--- config.mk ---
export PLATFORM = sky130hd
export DESIGN_NAME = uart_rx_frame
export DESIGN_NICKNAME = d
export VERILOG_FILES = /design/src/rtl/uart_rx_frame_pkg.sv /design/src/rtl/uart_baud_tick.sv /design/src/rtl/uart_rx_frame.sv
export SDC_FILE = /design/constraint.sdc
export NUM_CORES = 1
export LEC_CHECK = 0
export ABC_CLOCK_PERIOD_IN_PS = 3100
export CORE_ASPECT_RATIO = 0.7
export CORE_UTILIZATION = 50
export DETAILED_ROUTE_END_ITERATION = 10
export GPL_TIMING_DRIVEN = 1
export HOLD_SLACK_MARGIN = 0.12
export PLACE_DENSITY_LB_ADDON = 0.08
export RECOVER_POWER = 100
export SKIP_CTS_REPAIR_TIMING = 1
export SLEW_MARGIN = 20
export SYNTH_ARGS = -nofsm -noshare
export SYNTH_HDL_FRONTEND = slang
export SYNTH_HIERARCHICAL = 1
export SYNTH_SLANG_ARGS = --single-unit
--- constraint.sdc ---
create_clock -name CLK_50MHZ -period 3.1 [get_ports CLK_50MHZ]
set_input_delay 0.465 -clock CLK_50MHZ [delete_from_list [all_inputs] [get_ports CLK_50MHZ]]
set_output_delay 0.465 -clock CLK_50MHZ [all_outputs]
set_load 0.05 [all_outputs]
--- src/rtl/uart_rx_frame_pkg.sv ---
// Shared definitions for the UART receive path: FSM state codes, parity modes,
// the baud divider computation and the 3-sample majority vote.
package uart_rx_frame_pkg;

  typedef enum logic [2:0] {
    ST_IDLE   = 3'd0,
    ST_START  = 3'd1,
    ST_DATA   = 3'd2,
    ST_PARITY = 3'd3,
    ST_STOP   = 3'd4,
    ST_BREAK  = 3'd5
  } rx_state_t;

  localparam int PARITY_NONE = 0;
  localparam int PARITY_ODD  = 1;
  localparam int PARITY_EVEN = 2;

  // Clocks per oversample tick, truncated.
  function automatic int calc_div(input int clk_hz, input int baud, input int oversample);
    return clk_hz / (baud * oversample);
  endfunction

  function automatic logic vote3(input logic a, input logic b, input logic c);
    return (a & b) | (a & c) | (b & c);
  endfunction

endpackage

--- src/rtl/uart_baud_tick.sv ---
// Oversample tick generator: one-cycle pulse every DIV clocks, held at zero while clr is high
// so the first tick after clr drops lands exactly DIV clocks later.
module uart_baud_tick #(
  parameter int DIV = 27
) (
  input  logic CLK_50MHZ,
  input  logic RST,
  input  logic clr,
  output logic tick
);

  localparam int CW = (DIV > 1) ? $clog2(DIV) : 1;

  logic [CW-1:0] cnt_reg;
  logic          wrap;

  assign wrap = (cnt_reg == CW'(DIV - 1));
  assign tick = wrap & ~clr;

  always_ff @(posedge CLK_50MHZ or posedge RST) begin
    if (RST) begin
      cnt_reg <= '0;
    end else if (clr || wrap) begin
      cnt_reg <= '0;
    end else begin
      cnt_reg <= cnt_reg + CW'(1);
    end
  end

endmodule

--- src/rtl/uart_rx_frame.sv ---
// UART receiver: 2-flop synchronizer, 16x oversampled mid-bit majority vote, 8 data bits
// LSB-first with optional parity, and a one-deep holding register with valid/ready handshake.
module uart_rx_frame
  import uart_rx_frame_pkg::*;
#(
  parameter int CLK_HZ     = 50_000_000,
  parameter int BAUD       = 115200,
  parameter int OVERSAMPLE = 16,
  parameter int PARITY     = PARITY_NONE
) (
  input  logic       CLK_50MHZ,
  input  logic       RST,
  input  logic       RS232_DCE_RXD,
  output logic [7:0] RX_DATA,
  output logic       RX_VALID,
  input  logic       RX_READY,
  output logic       RX_FERR,
  output logic       RX_PERR,
  output logic       RX_OVERRUN,
  output logic       RX_BUSY
);

  localparam int DIV = calc_div(CLK_HZ, BAUD, OVERSAMPLE);
  localparam int MID = OVERSAMPLE / 2;
  localparam int SW  = $clog2(OVERSAMPLE);

  logic            rxd_meta_reg;
  logic            rxd_s_reg;
  logic [1:0]      settle_reg;
  logic            rxd_prev_reg;

  rx_state_t       state_reg;
  logic [SW-1:0]   samp_reg;
  logic [2:0]      bit_reg;
  logic [7:0]      shift_reg;
  logic [1:0]      vote_reg;
  logic            perr_reg;

  logic [7:0]      rx_data_reg;
  logic            rx_valid_reg;
  logic            rx_ferr_reg;
  logic            rx_perr_reg;
  logic            rx_overrun_reg;
  logic            rx_busy_reg;

  logic            tick;
  logic            sampling;
  logic [SW-1:0]   samp_next;
  logic            decide;
  logic            vote;
  logic            fall;
  logic            exp_par;

  uart_baud_tick #(.DIV(DIV)) u_tick (
    .CLK_50MHZ (CLK_50MHZ),
    .RST       (RST),
    .clr       (state_reg == ST_IDLE),
    .tick      (tick)
  );

  // The prev flop only starts tracking once the synchronizer has flushed its preset ones,
  // so a line already low at reset release is not mistaken for a start edge.
  always_ff @(posedge CLK_50MHZ or posedge RST) begin
    if (RST) begin
      rxd_meta_reg <= 1'b1;
      rxd_s_reg    <= 1'b1;
      settle_reg   <= 2'b00;
      rxd_prev_reg <= 1'b0;
    end else begin
      rxd_meta_reg <= RS232_DCE_RXD;
      rxd_s_reg    <= rxd_meta_reg;
      settle_reg   <= {settle_reg[0], 1'b1};
      rxd_prev_reg <= settle_reg[1] & rxd_s_reg;
    end
  end

  assign fall      = rxd_prev_reg & ~rxd_s_reg;
  assign sampling  = (state_reg != ST_IDLE) && (state_reg != ST_BREAK);
  assign samp_next = (samp_reg == SW'(OVERSAMPLE - 1)) ? '0 : samp_reg + SW'(1);
  assign decide    = tick && sampling && (samp_next == SW'(MID + 1));
  assign vote      = vote3(vote_reg[0], vote_reg[1], rxd_s_reg);
  assign exp_par   = (PARITY == PARITY_ODD) ? ~(^shift_reg) : ^shift_reg;

  always_ff @(posedge CLK_50MHZ or posedge RST) begin
    if (RST) begin
      state_reg      <= ST_IDLE;
      samp_reg       <= '0;
      bit_reg        <= 3'd0;
      shift_reg      <= 8'h00;
      vote_reg       <= 2'b00;
      perr_reg       <= 1'b0;
      rx_data_reg    <= 8'h00;
      rx_valid_reg   <= 1'b0;
      rx_ferr_reg    <= 1'b0;
      rx_perr_reg    <= 1'b0;
      rx_overrun_reg <= 1'b0;
      rx_busy_reg    <= 1'b0;
    end else begin
      rx_overrun_reg <= 1'b0;
      if (rx_valid_reg && RX_READY) begin
        rx_valid_reg <= 1'b0;
      end

      if (tick && sampling) begin
        samp_reg <= samp_next;
        if (samp_next == SW'(MID - 1)) vote_reg[0] <= rxd_s_reg;
        if (samp_next == SW'(MID))     vote_reg[1] <= rxd_s_reg;
      end

      case (state_reg)
        ST_IDLE: begin
          if (fall) begin
            state_reg   <= ST_START;
            samp_reg    <= '0;
            rx_busy_reg <= 1'b1;
          end
        end
        ST_START: begin
          if (decide) begin
            if (vote) begin
              state_reg   <= ST_IDLE;
              rx_busy_reg <= 1'b0;
            end else begin
              state_reg <= ST_DATA;
              bit_reg   <= 3'd0;
              perr_reg  <= 1'b0;
            end
          end
        end
        ST_DATA: begin
          if (decide) begin
            shift_reg <= {vote, shift_reg[7:1]};
            bit_reg   <= bit_reg + 3'd1;
            if (bit_reg == 3'd7) begin
              state_reg <= (PARITY != PARITY_NONE) ? ST_PARITY : ST_STOP;
            end
          end
        end
        ST_PARITY: begin
          if (decide) begin
            perr_reg  <= (vote != exp_par);
            state_reg <= ST_STOP;
          end
        end
        ST_STOP: begin
          if (decide) begin
            // A full holding register keeps its byte; the new one is dropped and flagged.
            if (!rx_valid_reg || RX_READY) begin
              rx_data_reg  <= shift_reg;
              rx_ferr_reg  <= ~vote;
              rx_perr_reg  <= perr_reg;
              rx_valid_reg <= 1'b1;
            end else begin
              rx_overrun_reg <= 1'b1;
            end
            if (vote) begin
              state_reg   <= ST_IDLE;
              rx_busy_reg <= 1'b0;
            end else begin
              state_reg <= ST_BREAK;
            end
          end
        end
        ST_BREAK: begin
          if (rxd_s_reg) begin
            state_reg   <= ST_IDLE;
            rx_busy_reg <= 1'b0;
          end
        end
        default: begin
          state_reg   <= ST_IDLE;
          rx_busy_reg <= 1'b0;
        end
      endcase
    end
  end

  assign RX_DATA    = rx_data_reg;
  assign RX_VALID   = rx_valid_reg;
  assign RX_FERR    = rx_ferr_reg;
  assign RX_PERR    = rx_perr_reg;
  assign RX_OVERRUN = rx_overrun_reg;
  assign RX_BUSY    = rx_busy_reg;

endmodule
==> out/summary.txt <==
Outcome: complete, but fails checks
Failing checks: capacitance limit, slew limit
Synth area leaders: dfrtp_1 (48%), mux2_2 (10%), ha_1 (4.6%)
Post-synth EDFFs: 0
Max Slew Vio Count: 40
Final TNS setup: 0 ns
GRT Total Usage: 19.2%
Max-cap check violation count: 1
Vias in the first global route: 1358
Slew headroom: -35.1%
Critical path arrival: 2.88 ns
Max clock buf depth: 2
CTS tree: yes
Starting Density: 54.0%
R2R Setup Slk: 0.40 ns
Die Width: 81.2 um
Worst Setup Path Type: reg -> reg
Share of cells above drive strength 1: 17.6%
Pre-Repair DR Iteration Count: 4
Max H-tree Level: 2
Fin Clk Skew: 0.00673 ns
Io pins: 17
Synth Warn #: 6
Total power: 1.19 mW
Largest net degree at the start of global routing: 40
WP data required: 3.28 ns
Max Fclk: 370 MHz
Core Box Area: 4070 um^2
Initial antenna violation count: 0
DR WL/cell: 14.9 um
Worst-path clk slew: 0.07 ns
Worst setup SP type: flop
Fin crit share: 87.1%
Worst Hold Class: reg -> reg
Remaining antenna violation count: 0
DRT iter0 DRCs: 66
Commonest non-fill, non-tap cell in the layout: dfrtp_1
Critical path endpoint category: flop
Vias: 1454
GR Overflow Total: 0
Seq/Total Area, Yosys: 50.3%
Hold Vio Cnt, Final: 0
Max IR drop VDD: 0.000251 V
Min cycle time layout: 2.70 ns
Cell Rows: 19
Area of the die: 4660 um^2
Yosys reg bits: 44
Sink Count: 44
RSZ-0062 raised after global routing: false
Yosys cell types: 54
Static leakage: 1.18 nW
Async set or reset register ratio after synthesis: 100%
Worst-skew pair later-pin latency: 0.29 ns
Ant diodes: 0
Final wirelength: 3800 um
Pwr/cell area: 482 nW/um^2
Synth area leader: dfrtp_1
Nets@finish: 215
Final setup viols: 0
GP Congestion: 0.840
Worst slew pin tran: 2.03 ns
Max FO, Critical Path: 11
CTS root buf: clkbuf_8
Layout area overhead: 12.4%
Ys flop type: dfrtp_1
Port bufs: 16
Total CTS buffers: 5
Residual DRC: 0
Syn nets: 197
DPL Wire Length: 2790 um
Die Span Y: 57.4 um
Yosys top cell area share: 47.9%
Most frequent cells in the layout: dfrtp_1 (42), mux2_2 (19), dlygate4sd3_1 (15)
Via/cell ratio: 5.68
Mapped Cells: 185
Post-Syn Area: 2190 um^2
First-pass GRT wire length: 6590 um
Syn_area_per_cell: 11.9 um^2
==> metal layers <==
| layer | share of wire (%) | GRT usage, % | wire length, um | vias up |
|---|---|---|---|---|
| met4 | 1.9 | 8.42 | 72 | 0 |
| met5 | 0 | 0 | 0 | - |
| met3 | 5.0 | 4.80 | 190 | 7 |
| li1 | - | - | - | 693 |
| met2 | 40 | 26.3 | 1540 | 37 |
| met1 | 53 | 28.7 | 2000 | 717 |
==> power breakdown <==
| part | internal [mW] | switching (mW) |
|---|---|---|
| sequential | 0.615 | 0.0506 |
| combinational | 0.0648 | 0.0935 |
| clock | 0.181 | 0.184 |
| total | 0.860 | 0.328 |
==> final timing paths <==
kind / start / to / cells past startpoint
setup / recovery: u_tick/cnt_reg[0]$_DFF_PP0_ / shift_reg[6]$_DFFE_PP0P_ / 8
hold / removal: settle_reg[0]$_DFF_PP0_ / settle_reg[1]$_DFF_PP0_ / 0
setup reg to reg: u_tick/cnt_reg[0]$_DFF_PP0_ / shift_reg[6]$_DFFE_PP0P_ / 8
hold reg to reg: settle_reg[0]$_DFF_PP0_ / settle_reg[1]$_DFF_PP0_ / 0
max in group asynchronous: RST / vote_reg[1]$_DFFE_PP0P_ / 3
min in group asynchronous: RST / u_tick/cnt_reg[4]$_DFF_PP0_ / 2
==> synth_stat cells (2+ instances only) <==
cell      number
a32o_1         2
inv_1         11
nor3_1         7
a21oi_1        7
xnor2_1       11
o21ai_0        3
dfrtp_1       42
dfstp_2        2
o21bai_1       2
and4_2         2
a22o_1         2
clkbuf_1       3
nand2b_1       4
nand2_1        6
nor4_2         2
buf_4          2
ha_1           8
mux2_2        20
nand3_1        3
and2_1         2
nor2_1        11
==> stage by stage <==
| step | area (um^2) | instances | setup WS [ns] | utilization [%] | hold slack (ns) |
|---|---|---|---|---|---|
| 2_1_floorplan | 2190 | 185 | 0.879 | - | 0.244 |
| 3_3_place_gp | 2390 | 248 | 0.561 | 58.9 | 0.342 |
| 3_5_place_dp | 2390 | 248 | 0.450 | 58.9 | 0.349 |
| 4_1_cts | 2490 | 256 | 0.428 | 61.2 | 0.364 |
| 5_1_grt | 2470 | 256 | 0.121 | 60.7 | 0.372 |
| 6_report | 2470 | 256 | 0.398 | 60.7 | 0.361 |
==> area by class of cell <==
type / instances / area (um^2)
tap: 52 / 65.1
sequential: 44 / 1100
clock buffer: 7 / 86.3
multi-input combinational: 123 / 992
clock inverter: 1 / 7.51
inverter: 11 / 41.3
fill: 318 / 1600
timing repair buffer: 18 / 171
==> kinds of logic after synthesis <==
group / after synthesis / synth area share [%]
AO/OA/AOI/OAI: 32 / 11.0
XOR/XNOR: 12 / 4.79
adder cells (fa/ha/maj): 9 / 5.02
buffers and inverters: 18 / 3.76
flip-flops: 44 / 50.3
multiplexers: 22 / 11.4
other: 1 / 0.171
AND/OR/NAND/NOR: 47 / 13.6
==> critical path, cell delays in order (launching register included) <==
cell and delay [ns]:
dfrtp_1 0.42, inv_1 0.09, ha_1 0.15, and4b_1 0.34, nor2b_1 0.27, o2111a_1 0.30, nand2_4 0.11, nor4_4 0.52
mux2_2 0.40
Note: power is estimated with default switching activity, not from simulation.
